### src/rtl/fetch_pkg.sv
// Shared types and defaults for the instruction fetch stage.
package fetch_pkg;

  localparam int FETCH_ADDR_W = 5;
  localparam int FETCH_DATA_W = 32;
  localparam logic [31:0] NOP = 32'h0000_0000;

  typedef struct packed {
    logic [FETCH_ADDR_W-1:0] pc;
    logic [FETCH_DATA_W-1:0] instr;
  } fetch_entry_t;

endpackage

### src/rtl/fetch_queue.sv
// Small synchronous FIFO of {pc, instr} fetch entries with push/pop/flush.
// Head outputs come straight from storage registers, so they are stable while the head waits.
module fetch_queue
  import fetch_pkg::*;
#(
  parameter int ADDR_W = FETCH_ADDR_W,
  parameter int DATA_W = FETCH_DATA_W,
  parameter int QDEPTH = 2,
  localparam int CNT_W = $clog2(QDEPTH + 1)
) (
  input  logic              clk,
  input  logic              rst_n,
  input  logic              push,
  input  logic              pop,
  input  logic              flush,
  input  logic [ADDR_W-1:0] wr_pc,
  input  logic [DATA_W-1:0] wr_instr,
  output logic [CNT_W-1:0]  count,
  output logic [ADDR_W-1:0] head_pc,
  output logic [DATA_W-1:0] head_instr
);

  localparam int PTR_W = (QDEPTH > 1) ? $clog2(QDEPTH) : 1;

  logic [ADDR_W-1:0] pc_mem    [QDEPTH];
  logic [DATA_W-1:0] instr_mem [QDEPTH];
  logic [PTR_W-1:0]  head_reg, head_next;
  logic [PTR_W-1:0]  tail_reg, tail_next;
  logic [CNT_W-1:0]  count_reg, count_next;

  function automatic logic [PTR_W-1:0] ptr_inc(input logic [PTR_W-1:0] p);
    return (p == PTR_W'(QDEPTH - 1)) ? '0 : p + 1'b1;
  endfunction

  always_comb begin
    head_next  = head_reg;
    tail_next  = tail_reg;
    count_next = count_reg;
    if (flush) begin
      head_next  = '0;
      tail_next  = '0;
      count_next = '0;
    end else begin
      if (push) tail_next = ptr_inc(tail_reg);
      if (pop)  head_next = ptr_inc(head_reg);
      case ({push, pop})
        2'b10:   count_next = count_reg + 1'b1;
        2'b01:   count_next = count_reg - 1'b1;
        default: count_next = count_reg;
      endcase
    end
  end

  always_ff @(posedge clk or negedge rst_n) begin
    if (!rst_n) begin
      head_reg  <= '0;
      tail_reg  <= '0;
      count_reg <= '0;
    end else begin
      head_reg  <= head_next;
      tail_reg  <= tail_next;
      count_reg <= count_next;
    end
  end

  // One storage slot per entry; only the tail slot is written on a push.
  for (genvar gi = 0; gi < QDEPTH; gi++) begin : g_entry
    always_ff @(posedge clk or negedge rst_n) begin
      if (!rst_n) begin
        pc_mem[gi]    <= '0;
        instr_mem[gi] <= DATA_W'(NOP);
      end else if (push && !flush && tail_reg == PTR_W'(gi)) begin
        pc_mem[gi]    <= wr_pc;
        instr_mem[gi] <= wr_instr;
      end
    end
  end

  assign count      = count_reg;
  assign head_pc    = pc_mem[head_reg];
  assign head_instr = instr_mem[head_reg];

endmodule

### src/rtl/instruction_fetch_unit.sv
// Fetch stage: owns the PC, queues {PC, Instruction} words and hands them to decode.
// Optional FETCH_PERF_EN adds saturating FetchCount/FlushCount outputs.
module instruction_fetch_unit
  import fetch_pkg::*;
#(
  parameter int ADDR_W   = FETCH_ADDR_W,
  parameter int DATA_W   = FETCH_DATA_W,
  parameter int QDEPTH   = 2,
  parameter int RESET_PC = 0
) (
  input  logic              Clk,
  input  logic              Rst_n,
  output logic [ADDR_W-1:0] Address,
  input  logic [DATA_W-1:0] Instruction,
  input  logic              Redirect,
  input  logic [ADDR_W-1:0] RedirectAddr,
  output logic              IfValid,
  input  logic              IfReady,
  output logic [DATA_W-1:0] IfInstr,
  output logic [ADDR_W-1:0] IfPC
`ifdef FETCH_PERF_EN
  ,
  output logic [15:0]       FetchCount,
  output logic [15:0]       FlushCount
`endif
);

  localparam int CNT_W = $clog2(QDEPTH + 1);

  logic [ADDR_W-1:0] pc_reg, pc_next;
  logic [CNT_W-1:0]  count;
  logic              push, pop;

  assign pop  = IfValid & IfReady;
  // A pop frees a slot this cycle, so a full queue can still accept a push.
  assign push = !Redirect && ((count < CNT_W'(QDEPTH)) || pop);

  always_comb begin
    pc_next = pc_reg;
    if (Redirect)  pc_next = RedirectAddr;
    else if (push) pc_next = pc_reg + 1'b1;
  end

  always_ff @(posedge Clk or negedge Rst_n) begin
    if (!Rst_n) pc_reg <= ADDR_W'(RESET_PC);
    else        pc_reg <= pc_next;
  end

  assign Address = pc_reg;
  assign IfValid = (count != '0);

  fetch_queue #(
    .ADDR_W (ADDR_W),
    .DATA_W (DATA_W),
    .QDEPTH (QDEPTH)
  ) u_queue (
    .clk        (Clk),
    .rst_n      (Rst_n),
    .push       (push),
    .pop        (pop),
    .flush      (Redirect),
    .wr_pc      (pc_reg),
    .wr_instr   (Instruction),
    .count      (count),
    .head_pc    (IfPC),
    .head_instr (IfInstr)
  );

`ifdef FETCH_PERF_EN
  logic [15:0] fetch_cnt_reg, flush_cnt_reg;

  always_ff @(posedge Clk or negedge Rst_n) begin
    if (!Rst_n) begin
      fetch_cnt_reg <= '0;
      flush_cnt_reg <= '0;
    end else begin
      if (push && fetch_cnt_reg != 16'hFFFF)     fetch_cnt_reg <= fetch_cnt_reg + 16'd1;
      if (Redirect && flush_cnt_reg != 16'hFFFF) flush_cnt_reg <= flush_cnt_reg + 16'd1;
    end
  end

  assign FetchCount = fetch_cnt_reg;
  assign FlushCount = flush_cnt_reg;
`endif

endmodule

### config.mk
export PLATFORM = sky130hd
export DESIGN_NAME = instruction_fetch_unit
export DESIGN_NICKNAME = d
export VERILOG_FILES = /design/src/rtl/fetch_pkg.sv /design/src/rtl/fetch_queue.sv /design/src/rtl/instruction_fetch_unit.sv
export SDC_FILE = /design/constraint.sdc
export NUM_CORES = 1
export LEC_CHECK = 0
export CORE_UTILIZATION = 50
export CTS_BUF_LIST = sky130_fd_sc_hd__clkbuf_16
export DETAILED_ROUTE_END_ITERATION = 8
export PLACE_DENSITY = 0.82
export SYNTH_ARGS = -nofsm -noshare
export SYNTH_HDL_FRONTEND = slang
export SYNTH_SLANG_ARGS = --single-unit
export TNS_END_PERCENT = 10
### constraint.sdc
create_clock -name Clk -period 2.23 [get_ports Clk]
set_input_delay 0.5575 -clock Clk [delete_from_list [all_inputs] [get_ports Clk]]
set_output_delay 0.5575 -clock Clk [all_outputs]
set_load 0.01 [all_outputs]
==> summary.txt <==
Setup path
  • CP Class: reg -> out
  • WP buf/inv: 2
  • Max stage delay on crit path: 0.43 ns
  • CP Launch Type: register
  • CP cell instances: buf_12 > mux2_2 > dlygate4sd2_1
  • Critical Path AT: 1.58 ns
  • Crit. End Element: output pin
  • CP max-delay cell: dfrtp_2
  • Critical Path RT: 1.67 ns
  • Max FO, Critical Path: 17
  • Crit path max-delay family: buffers and inverters

Final layout
  • Finished Cell Area: 0.00507 sq mm
  • Finished Layout Cells: 440
  • Diode count: 0
  • Most frequent cells in the layout: 82 x dfrtp_1, 79 x mux2_2, 45 x clkdlybuf4s50_1
  • Share of layout cells above drive strength 1: 0.416
  • Final net count: 378
  • Number of flip-flops in the largest register: 64
  • Most common cell after layout, fill and taps aside: dfrtp_1
  • Reg with most FFs: u_queue.instr_mem
  • Syn-to-layout area delta: 33.1%

Logic synthesis
  • Simple-gate portion of the synthesized area: 0.0315
  • Synth Net Count: 286
  • Post-synthesis mux area share: 0.360
  • Synth warn: 0
  • Post-Synth XOR/XNOR Area: 0.00690
  • Avg Synthesized Cell Area: 15.6 sq um
  • Largest family of logic cells by synthesized area: multiplexers
  • Adder and majority cell fraction of the synthesized area: 0.00329
  • FF+latch count, synth: 83
  • Cells after synthesis: 244
  • Syn Std Cell Area: 0.00381 sq mm
  • Synth Area in Compound Gates: 0.0158
  • Register area share after synthesis: 0.546
  • Distinct cells, synth: 29

Floorplan
  • Core Region: 0.00729 sq mm
  • Die height: 89.3 microns
  • Initial core utilization: 0.522
  • Rows: 31
  • Die ar.: 0.00797 sq mm
  • Top-Level Pins: 84
  • Die X: 89.3 microns

Timing
  • Worst-margin pin slew: 0.559 ns
  • Unrepaired setup endpoints after global routing: false
  • Setup violations, final: 0
  • Max Slew Vio Count: 0
  • Fmax: 0.468 GHz
  • Final hold viol count: 0
  • Min Hold Slack: 0.215 ns
  • Clock Skews: 0.00859 ns
  • Period utilization: 0.959
  • Worst rel slew slack: 0.628
  • Post-layout min period: 2.14 ns
  • Setup TNS Final: 0 ns

Route
  • Via density: 5.24
  • Drt total wl: 7490 microns
  • DR vias: 2306
  • Initial drt markers: 94
  • Remaining DRCs: 0
  • Wirelength per Cell: 17.0 microns
  • Pre-Repair DR Iteration Count: 4
  • Antenna Violating Nets Remaining: 0

Clocking
  • Clock Path Buffers: 2
  • Root Buffer: clkbuf_16
  • Worst-Skew Late Latency: 0.34 ns
  • CTS tree: built
  • Clk slew on worst S/H paths: 0.06 ns
  • TritonCTS sink count: 83
  • Hold_buf cts: 0
  • Clock buffer count from CTS: 9
  • CTS H-Tree Depth: 3

Power
  • Pleak: 2.20 nW
  • Tot Pwr: 4.89 mW
  • Pwr Density: 964 mW/mm^2
  • VDD IR max: 0.524 mV

GRT
  • Vias in the first global route: 2423
  • First-pass GRT wire length: 11900 microns
  • GR Util All Layers: 0.201
  • Largest net degree at the start of global routing: 44
  • Initial antenna violation count: 0
  • Grt total ovfl: 0

Place
  • GPL Wtd Cong: 0.765
  • Post-placement cell area: 0.00480 sq mm
  • Dpl hpwl: 4920 microns
  • Inst Count DP: 423
  • Port buffer count: 83

Min path
  • Min-Delay Path Class: in -> async

Flow run
  • Maxcap violations: 0

Run status
  • Outcome: finished, final reports clean
-- timing repair --
action | 4_1_cts | 5_1_grt
endpoints found under the setup margin | 34 | 0
buffers inserted | 1 | 0
gates resized for setup | 37 | 0
endpoints found under the hold margin | 0 | 0
-- per-layer routing --
| metal | vias up | wire length, microns | track usage |
|---|---|---|---|
| met2 | 63 | 3600 | 0.330 |
| met4 | 0 | 163 | 0.0967 |
| met5 | - | 0 | 0 |
| li1 | 1051 | - | - |
| met1 | 1177 | 3320 | 0.254 |
| met3 | 15 | 410 | 0.0462 |
-- power by group --
group | leakage (nW) | internal (mW) | switching [mW] | total, mW
sequential | 0.976 | 1.86 | 0.207 | 2.07
combinational | 1.08 | 0.846 | 0.477 | 1.32
clock | 0.146 | 0.875 | 0.621 | 1.50
total | 2.20 | 3.58 | 1.30 | 4.89
-- area by class of cell --
type	count	area (sq um)
Fill cell	537	2230
Sequential cell	83	2080
Multi-Input combinational cell	145	1600
Timing Repair Buffer	94	952
Clock buffer	9	225
Tap cell	99	124
Clock inverter	7	77.6
Inverter	3	11.3
-- synthesized netlist by cell type --
cell type	n	area share
o211ai_1	1	0.0020
or4_1	2	0.0039
a31oi_1	2	0.0033
o21a_1	1	0.0020
buf_4	3	0.0059
xor2_1	3	0.0069
mux2_1	2	0.0059
buf_2	3	0.0039
buf_6	2	0.0059
nor3_4	1	0.0043
clkbuf_1	2	0.0020
mux2_4	30	0.12
or3_1	1	0.0016
o31ai_1	1	0.0020
and2_1	1	0.0016
nand2_1	4	0.0039
nor2b_4	1	0.0036
ha_1	1	0.0033
mux2_2	79	0.23
o21ai_0	4	0.0053
a21oi_1	1	0.0013
nor3b_2	1	0.0033
mux2i_1	1	0.0026
nor2_1	5	0.0049
inv_1	3	0.0030
buf_12	3	0.016
nand3_1	2	0.0026
dfrtp_1	83	0.55
or2_2	1	0.0016
-- through the flow --
stage	setup WS (ns)	util
global route	0.0430	0.695
finish	0.0914	0.695
detailed placement	0.0437	0.659
CTS	0.0856	0.695
global placement	0.0641	0.659
floorplan	0.559	-
-- logic make-up after synthesis --
logic type      Yosys count
simple gates             19
mux                     112
fa+ha+maj                 1
compound gates           10
flops                    83
xor+xnor                  3
buf+inv                  16
-- worst paths after layout --
path,endpoint,cells past startpoint,slack [ns],from
max,IfPC[0],3,0.09,u_queue.head_reg$_DFFE_PN0P_
min,u_queue.instr_mem[44]$_DFFE_PN0P_,1,0.21,Rst_n
max reg2reg,u_queue.instr_mem[0]$_DFFE_PN0P_,4,0.67,u_queue.count[1]$_DFFE_PN0P_
min reg2reg,u_queue.instr_mem[54]$_DFFE_PN0P_,1,0.49,u_queue.instr_mem[54]$_DFFE_PN0P_
max in group asynchronous,u_queue.pc_mem[4]$_DFFE_PN0P_,2,1.35,Rst_n
min in group Clk,u_queue.instr_mem[54]$_DFFE_PN0P_,1,0.49,u_queue.instr_mem[54]$_DFFE_PN0P_
Note: power is estimated with default switching activity, not from simulation.
